[config.mk]
export PLATFORM = sky130hd
export DESIGN_NAME = memory_access
export DESIGN_NICKNAME = d
export VERILOG_FILES = /design/src/rtl/memory_access.sv
export SDC_FILE = /design/constraint.sdc
export NUM_CORES = 1
export LEC_CHECK = 0
export CAP_MARGIN = 20
export CELL_PAD_IN_SITES_DETAIL_PLACEMENT = 0
export CELL_PAD_IN_SITES_GLOBAL_PLACEMENT = 1
export CORE_UTILIZATION = 34
export CTS_CLUSTER_SIZE = 12
export DETAILED_ROUTE_END_ITERATION = 6
export GPL_TIMING_DRIVEN = 1
export PLACE_DENSITY_LB_ADDON = 0.1
export SYNTH_ARGS = -nofsm -noshare
export SYNTH_HDL_FRONTEND = slang
export SYNTH_SLANG_ARGS = --single-unit
[constraint.sdc]
create_clock -name clk -period 6.35 [get_ports clk]
set_input_delay 0.9525 -clock clk [delete_from_list [all_inputs] [get_ports clk]]
set_output_delay 0.9525 -clock clk [all_outputs]
set_load 0.02 [all_outputs]
[src/rtl/memory_access.sv]
// rtl/memory_access.sv - memory stage: word load/store on a variable-latency data port with timeout
package memory_access_pkg;

    typedef struct packed {
        logic [31:0] alu_result;
        logic [31:0] write_data;
        logic        mem_write;
        logic        reg_write;
        logic [4:0]  rd;
        logic        mem_read;
    } ex_to_mem_s;

    typedef struct packed {
        logic [31:0] result;
        logic        reg_write;
        logic [4:0]  rd;
    } mem_to_wb_s;

endpackage

module memory_access
    import memory_access_pkg::*;
#(
    parameter int MAX_WAIT = 16
) (
    input  logic        clk,
    input  logic        rst,
    input  ex_to_mem_s  ex_to_mem,
    output logic        stall,
    output logic        dmem_req,
    output logic        dmem_we,
    output logic [31:0] dmem_addr,
    output logic [31:0] dmem_wdata,
    input  logic        dmem_ready,
    input  logic        dmem_rvalid,
    input  logic [31:0] dmem_rdata,
    output mem_to_wb_s  mem_to_wb,
    output logic [31:0] bp_mem,
    output logic [31:0] bp_wb,
    output logic        mem_err
);

    localparam int CW = $clog2(MAX_WAIT + 1);
    localparam logic [CW-1:0] WAIT_LIM = CW'(MAX_WAIT);

    typedef enum logic [1:0] {
        IDLE,
        REQ,
        RESP,
        DONE
    } state_e;

    state_e      state_q, state_d;
    logic [CW-1:0] wait_q, wait_d;
    logic [31:0] addr_q, addr_d;
    logic [31:0] wdata_q, wdata_d;
    logic [31:0] rdata_q, rdata_d;
    logic        we_q, we_d;
    logic        rw_q, rw_d;
    logic [4:0]  rd_q, rd_d;
    logic        tout_q, tout_d;
    logic        err_q, err_d;
    mem_to_wb_s  m2wb_q, m2wb_d;
    logic        access;

    assign access = ex_to_mem.mem_read | ex_to_mem.mem_write;

    always_ff @(posedge clk or posedge rst) begin
        if (rst) begin
            state_q <= IDLE;
            wait_q  <= '0;
            addr_q  <= '0;
            wdata_q <= '0;
            rdata_q <= '0;
            we_q    <= 1'b0;
            rw_q    <= 1'b0;
            rd_q    <= '0;
            tout_q  <= 1'b0;
            err_q   <= 1'b0;
            m2wb_q  <= '0;
        end else begin
            state_q <= state_d;
            wait_q  <= wait_d;
            addr_q  <= addr_d;
            wdata_q <= wdata_d;
            rdata_q <= rdata_d;
            we_q    <= we_d;
            rw_q    <= rw_d;
            rd_q    <= rd_d;
            tout_q  <= tout_d;
            err_q   <= err_d;
            m2wb_q  <= m2wb_d;
        end
    end

    always_comb begin
        state_d  = state_q;
        wait_d   = wait_q;
        addr_d   = addr_q;
        wdata_d  = wdata_q;
        rdata_d  = rdata_q;
        we_d     = we_q;
        rw_d     = rw_q;
        rd_d     = rd_q;
        tout_d   = tout_q;
        err_d    = err_q;
        m2wb_d   = m2wb_q;
        stall    = 1'b0;
        dmem_req = 1'b0;

        case (state_q)
            IDLE: begin
                if (access) begin
                    stall            = 1'b1;
                    addr_d           = {ex_to_mem.alu_result[31:2], 2'b00};
                    wdata_d          = ex_to_mem.write_data;
                    we_d             = ex_to_mem.mem_write;
                    rw_d             = ex_to_mem.reg_write;
                    rd_d             = ex_to_mem.rd;
                    wait_d           = '0;
                    tout_d           = 1'b0;
                    m2wb_d.reg_write = 1'b0;
                    state_d          = REQ;
                end else begin
                    m2wb_d.result    = ex_to_mem.alu_result;
                    m2wb_d.reg_write = ex_to_mem.reg_write;
                    m2wb_d.rd        = ex_to_mem.rd;
                end
            end
            REQ: begin
                stall            = 1'b1;
                dmem_req         = 1'b1;
                m2wb_d.reg_write = 1'b0;
                if (wait_q != WAIT_LIM) wait_d = wait_q + CW'(1);
                // A handshake in the limit cycle still counts as success.
                if (dmem_ready) begin
                    state_d = we_q ? DONE : RESP;
                end else if (wait_q == WAIT_LIM) begin
                    err_d   = 1'b1;
                    tout_d  = 1'b1;
                    state_d = DONE;
                end
            end
            RESP: begin
                stall            = 1'b1;
                m2wb_d.reg_write = 1'b0;
                if (wait_q != WAIT_LIM) wait_d = wait_q + CW'(1);
                if (dmem_rvalid) begin
                    rdata_d = dmem_rdata;
                    state_d = DONE;
                end else if (wait_q == WAIT_LIM) begin
                    err_d   = 1'b1;
                    tout_d  = 1'b1;
                    state_d = DONE;
                end
            end
            DONE: begin
                // ex_to_mem still holds the serviced instruction here; only hold registers commit.
                m2wb_d.result    = we_q ? addr_q : rdata_q;
                m2wb_d.reg_write = ~we_q & rw_q & ~tout_q;
                m2wb_d.rd        = rd_q;
                state_d          = IDLE;
            end
            default: state_d = IDLE;
        endcase
    end

    assign dmem_we    = we_q;
    assign dmem_addr  = addr_q;
    assign dmem_wdata = wdata_q;
    assign mem_to_wb  = m2wb_q;
    assign bp_mem     = ex_to_mem.alu_result;
    assign bp_wb      = m2wb_q.result;
    assign mem_err    = err_q;

endmodule

==> metrics, run 1 <==
slowest stage cell on the critical path=clkdlybuf4s50_1; Hold Path Sink=mem_to_wb[5]; DR DRC count=0; Initial Util=35.03%; post-route ant nets=0; main flop type after synthesis=dfrtp_1; Net count, final=873; post-synth cell types=37; register area share after synthesis=around half; initial drt markers=between 100 and 150; max cap viols=0; area used by multi-input combinational logic=between 0.002 and 0.003 sq mm; Slew HR=28.36%; Critical Path AT=approximately 2.6 ns; critical path peak fanout=5; CTS root buf=clkbuf_16; actual slew at the worst max-slew pin=approximately 1.1 ns; global placer's final weighted congestion=about 0.74; worst skew pair latency=0.42 ns; Synth Warn #=0; vias per cell=between 4 and 5; Setup Buffers After CTS=0; layout cells sized above 1=24.38%; mapped cell area=0.007179 sq mm; Worst path most repeated cell=clkdlybuf4s50_1; final worst path period share=55.77%; Std-Cell Rows=52; FMAX=282.4 MHz; asr flop ratio synth=100.0%; hold buffers post-CTS=0; Overall Power=0.005713 W; Slew Viols, Final=0; path depth of the worst reg2reg path=6; Die X-Extent=between 100 and 150 um; post-DR wirelength/cell=17.78 um; die area=0.02170 sq mm; DP Area=0.009642 sq mm; r2r startpoint=state_q[0]; first-pass GRT wire length=28,830 um; post-route cell area=a little over 0.01 sq mm; initial antenna violation count=1; GRT Residual Overflow=0; total area of sequential cells=around 0.0037 sq mm; RSZ-0062 raised after global routing=no; final core utilization=49.73%; Reg-to-Reg End=bp_wb[14]; overall fraction of global-route tracks in use=17.38%; Worst EP required=roughly 5.4 ns; FILL cells=1,835; H-tree depth=4; HP Class=flip-flop to flip-flop; Setup CP Type=input pin to output port; number of synthesized register bits=between 100 and 150; Syn-to-layout area delta=41.95%; Final min period=3.541 ns; post-CTS sizing=0; status=finished clean; largest net degree at the start of global routing=between 90 and 100; CTS tree=done; CTS Buf Count=17; Layout Skew=0.009392 ns; Crit path max-delay family=buffers and inverters; syn_area_per_cell=13.05 sq um; hold path start=tout_q; Core Footprint=between 0.02 and 0.025 sq mm; crit-path cells=clkdlybuf4s50_1 -> o21ai_4 -> a21oi_1 -> clkdlybuf4s50_1; Hold Path Depth=1; Worst R2R Setup Slack=around 4 ns; vias=4,968; Inserted Diodes=0; vias in the first global route=5,202; Leakage=4.349 nW; Peak VDD IR=roughly 0.27 mV; Post-Syn Instances=550; I/O Buffers=275; 1st-pass router iterations=6; Ports=278; crit path buf inv count=2; Critical Path End Type=output port; Clock Tree Buf Depth=2; Die Y=around 150 um; Worst-path clk slew=0.07 ns; HPWL Detailed=12,410 um; clk sink count=148; setup TNS=0 ns; CP peak stage delay=about 0.66 ns; Post-synth EDFFs=0; Pwr Density=560.6 mW/mm^2; final setup violation count=0; Worst setup SP type=input pin; final hold viol count=0; final WL=roughly 19,000 um
[worst max path at each step]
| stage | startpoint | endpoint | slack (ns) | depth (start not counted) |
|---|---|---|---|---|
| final | ex_to_mem[7] | stall | 2.81 | 4 |
| after global placement | ex_to_mem[7] | stall | 2.78 | 4 |
| after CTS | ex_to_mem[7] | stall | 2.77 | 4 |
| after global routing | state_q[0] | stall | 2.74 | 5 |
| after detailed placement | ex_to_mem[7] | stall | 2.79 | 4 |
| after floorplan | rst | bp_wb[0] | 1.42 | 1 |
[synthesized netlist by cell type, types with 2 or more instances]
cell      count  area share, %
buf_6         8            1.3
o211ai_1      5           0.52
o22ai_1       2           0.17
nand2_1      12           0.63
o21ai_0       4           0.28
mux2i_1      30            4.2
mux2_2      112             18
ha_1          7            1.2
inv_1        11           0.58
or4_1         2           0.21
mux2_4       30            6.3
buf_2         8           0.56
a21oi_1      33            2.3
nand3_1       4           0.28
buf_4        73            7.6
dfrtp_1     148             52
nor2_1       33            1.7
a31oi_1       6           0.52
clkbuf_1      4           0.21
[metal layers]
layer	track usage (%)	up-vias	wire, um
li1	-	2278	-
met1	21.01	2489	7887
met2	29.46	176	9151
met3	4.907	23	1141
met4	6.186	2	318
met5	0	-	13
[final cells by class]
class / instances / area share (%)
Sequential cell: 148 / 36.35
Timing Repair Buffer: 281 / 27.45
Multi-Input combinational cell: 299 / 27.04
Clock buffer: 17 / 4.174
Tap cell: 270 / 3.315
Clock inverter: 15 / 1.215
Inverter: 11 / 0.4543
[registers in the layout (all words and copies together) (netlist names)]
| register | cells |
|---|---|
| wait_q | 5 |
| dmem_addr | 30 |
| tout_q | 1 |
| rdata_q | 32 |
| mem_err | 1 |
| mem_to_wb | 6 |
| dmem_wdata | 32 |
| state_q | 2 |
| bp_wb | 32 |
| dmem_we | 1 |
| rd_q | 5 |
| rw_q | 1 |
[logic make-up after synthesis]
group	count (synthesis)	share of synthesized area, %
AO/OA/AOI/OAI	60	5.054
adder cells (fa/ha/maj)	7	1.220
buffers and inverters	104	10.23
flip-flops	148	51.59
multiplexers	172	28.02
other	1	0.05223
AND/OR/NAND/NOR	58	3.834
[cells in the final DEF, fill, tap and decap left out, drive strengths merged, types with 6 or more instances in the layout]
cell,synthesis,layout
clkdlybuf4s50,0,275
dfrtp,148,148
mux2,142,142
a21oi,34,34
nor2,33,33
mux2i,30,30
clkbuf,4,17
inv,11,17
nand2,12,12
ha,7,7
clkinv,0,7
a31oi,6,6
buf,89,6
[power by group]
| group | internal [W] | switching [W] | leakage [nW] |
|---|---|---|---|
| Combinational | 0.00160 | 0.00143 | 2.32 |
| Clock | 0.000510 | 0.000432 | 0.267 |
| Sequential | 0.00143 | 0.000317 | 1.76 |
[per-stage QoR]
stage | setup slack [ns] | hold WS [ns] | cells
2_1_floorplan | 1.418 | 0.4297 | 551
3_3_place_gp | 2.778 | 0.4567 | 1009
3_5_place_dp | 2.794 | 0.4590 | 1009
4_1_cts | 2.772 | 0.4750 | 1041
5_1_grt | 2.737 | 0.5040 | 1041
6_report | 2.809 | 0.4694 | 1041
Power figures use the tool's default switching activity.
==> run 2, diff against run 1 <==
Settings changed: CORE_UTILIZATION 34 to 31.
Clock period 6.35 ns to 3.19 ns, I/O delays scaled along.
==> run 2 against run 1 <==
First-iteration DRC count is 49% higher. Clock skew up 0.00086 ns. Combinational power is 97% higher. Utilization down 4.3 points.
==> metrics, run 2 (synthesis results as in run 1) <==
critical path peak fanout=11 (was 5); CTS Buf Count=17 (unchanged); vias in the first global route=5,228 (was 5,202); Cell Count, Final, Fillers Out=1,059 (was 1,041); Slew HR=31.81% (was 28.36%); final WL=18,480 um (was 18,510 um); FMAX=346.5 MHz; largest net degree at the start of global routing=72 (was 95); RSZ-0062 raised after global routing=no (unchanged); die area=0.02377 sq mm (was 0.02170 sq mm); Overall Power=0.01154 W (was 0.005713 W); Pwr Density=1119 mW/mm^2 (was 560.6 mW/mm^2); global placer's final weighted congestion=0.7217 (was 0.7414); Net count, final=876 (was 873); Layout Skew=0.01025 ns (was 0.009392 ns); path depth of the worst reg2reg path=5 (was 6); Setup CP Type=flip-flop to output port (was input pin to output port); Clock Tree Buf Depth=2 (unchanged); Inserted Diodes=0 (unchanged); setup TNS=0 ns (unchanged); GRT Residual Overflow=0 (unchanged); Std-Cell Rows=55 (was 52); hold buffers post-CTS=0 (unchanged); post-route ant nets=0 (unchanged); r2r startpoint=state_q[0] (unchanged); final hold viol count=0 (unchanged); DR DRC count=0 (unchanged); layout cells sized above 1=24.55% (was 24.38%); vias=4,930 (was 4,968); Worst-path clk slew=0.06 ns (was 0.07 ns); Slew Viols, Final=0 (unchanged); CTS root buf=clkbuf_16 (unchanged); 1st-pass router iterations=4 (was 6); HP Class=input pin to async pin (was flip-flop to flip-flop); Peak VDD IR=0.4968 mV (was 0.2666 mV); overall fraction of global-route tracks in use=15.89% (was 17.38%); final hold slack=0.4378 ns (was 0.4694 ns); most frequent cells in the layout=275 x clkdlybuf4s50_1, 147 x dfrtp_1, 112 x mux2_2 (unchanged); actual slew at the worst max-slew pin=1.023 ns (was 1.075 ns); max cap viols=0 (unchanged); first-pass GRT wire length=29,010 um (was 28,830 um); Die Y=154.2 um (was 147.3 um); post-DR wirelength/cell=17.45 um (was 17.78 um); Ports=278 (unchanged); Initial Util=31.61% (was 35.03%); final worst path period share=90.47%; CTS tree=done (unchanged); CP endpoint=stall (unchanged); Setup Buffers After CTS=0 (unchanged); Die X-Extent=154.2 um (was 147.3 um); Critical Path End Type=output port (unchanged); I/O Buffers=275 (unchanged); Syn-to-layout area delta=43.62% (was 41.95%); Worst Setup SP=state_q[1] (was ex_to_mem[7]); initial antenna violation count=1 (unchanged); Worst R2R Setup Slack=0.91 ns (was 3.97 ns); Final min period=2.886 ns; Reg-to-Reg End=dmem_wdata[5] (was bp_wb[14]); Leakage=4.382 nW (was 4.349 nW); Worst EP required=2.71 ns (was 5.40 ns); Critical Path AT=2.41 ns (was 2.59 ns); H-tree depth=4 (unchanged); worst skew pair latency=0.42 ns (about the same); commonest non-fill, non-tap cell in the layout=clkdlybuf4s50_1 (unchanged); post-CTS sizing=0 (unchanged); Worst Slack Setup Final=0.3041 ns (was 2.809 ns); placed insts=1,027 (was 1,009); final setup violation count=0 (unchanged); clk sink count=148 (unchanged); initial drt markers=188 (was 126); Core Footprint=0.02271 sq mm (was 0.02049 sq mm); HPWL Detailed=12,590 um (was 12,410 um); Setup WS pre-CTS=0.5077 ns (was 2.794 ns); vias per cell=4.655 (was 4.772); status=finished clean (unchanged); Worst setup SP type=flip-flop (was input pin)
==> run 2: through the flow <==
| stage | util [%] | instance area [sq um] |
|---|---|---|
| floorplan | - | 7187 |
| global placement | 42.80 | 9719 |
| detailed placement | 42.80 | 9719 |
| CTS | 45.41 | 10310 |
| global route | 45.41 | 10310 |
| finish | 45.41 | 10310 |
==> run 2: layer usage <==
layer,up-vias,part of all wire [%],GRT usage [%]
met5,-,0.070,0
met4,2,1.3,4.810
met3,22,7.8,5.940
met2,197,48,26.06
met1,2430,43,19.39
li1,2279,-,-
==> run 2: where the power goes <==
| part | total, W | internal, W | switching (W) |
|---|---|---|---|
| registers | 0.00355 | 0.00284 | 0.000709 |
| clock network | 0.00202 | 0.00118 | 0.000836 |
| logic | 0.00597 | 0.00320 | 0.00277 |
==> run 2: worst min path at each step <==
stage                endpoint  cells past startpoint  startpoint
3_3_place_gp          mem_err                      1     mem_err
6_report       dmem_wdata[27]                      2         rst
3_5_place_dp          mem_err                      1     mem_err
5_1_grt        dmem_wdata[27]                      2         rst
4_1_cts        dmem_wdata[27]                      2         rst
2_1_floorplan    mem_to_wb[5]                      1      tout_q
==> run 2: cell type report <==
cell class | count | area, sq um
clock buffer | 19 | 442.9
clock inverter | 13 | 148.9
fill | 2071 | 12400
inverter | 11 | 45.04
multi-input combinational | 299 | 2755
sequential | 148 | 3705
tap | 285 | 356.6
timing repair buffer | 284 | 2858
==> run 2: worst max-delay path, stage by stage, from the launching register on <==
cell             delay [ns]
dfrtp_1                0.40
inv_1                  0.09
ha_1                   0.47
inv_1                  0.17
a21oi_1                0.17
clkdlybuf4s50_1        0.68
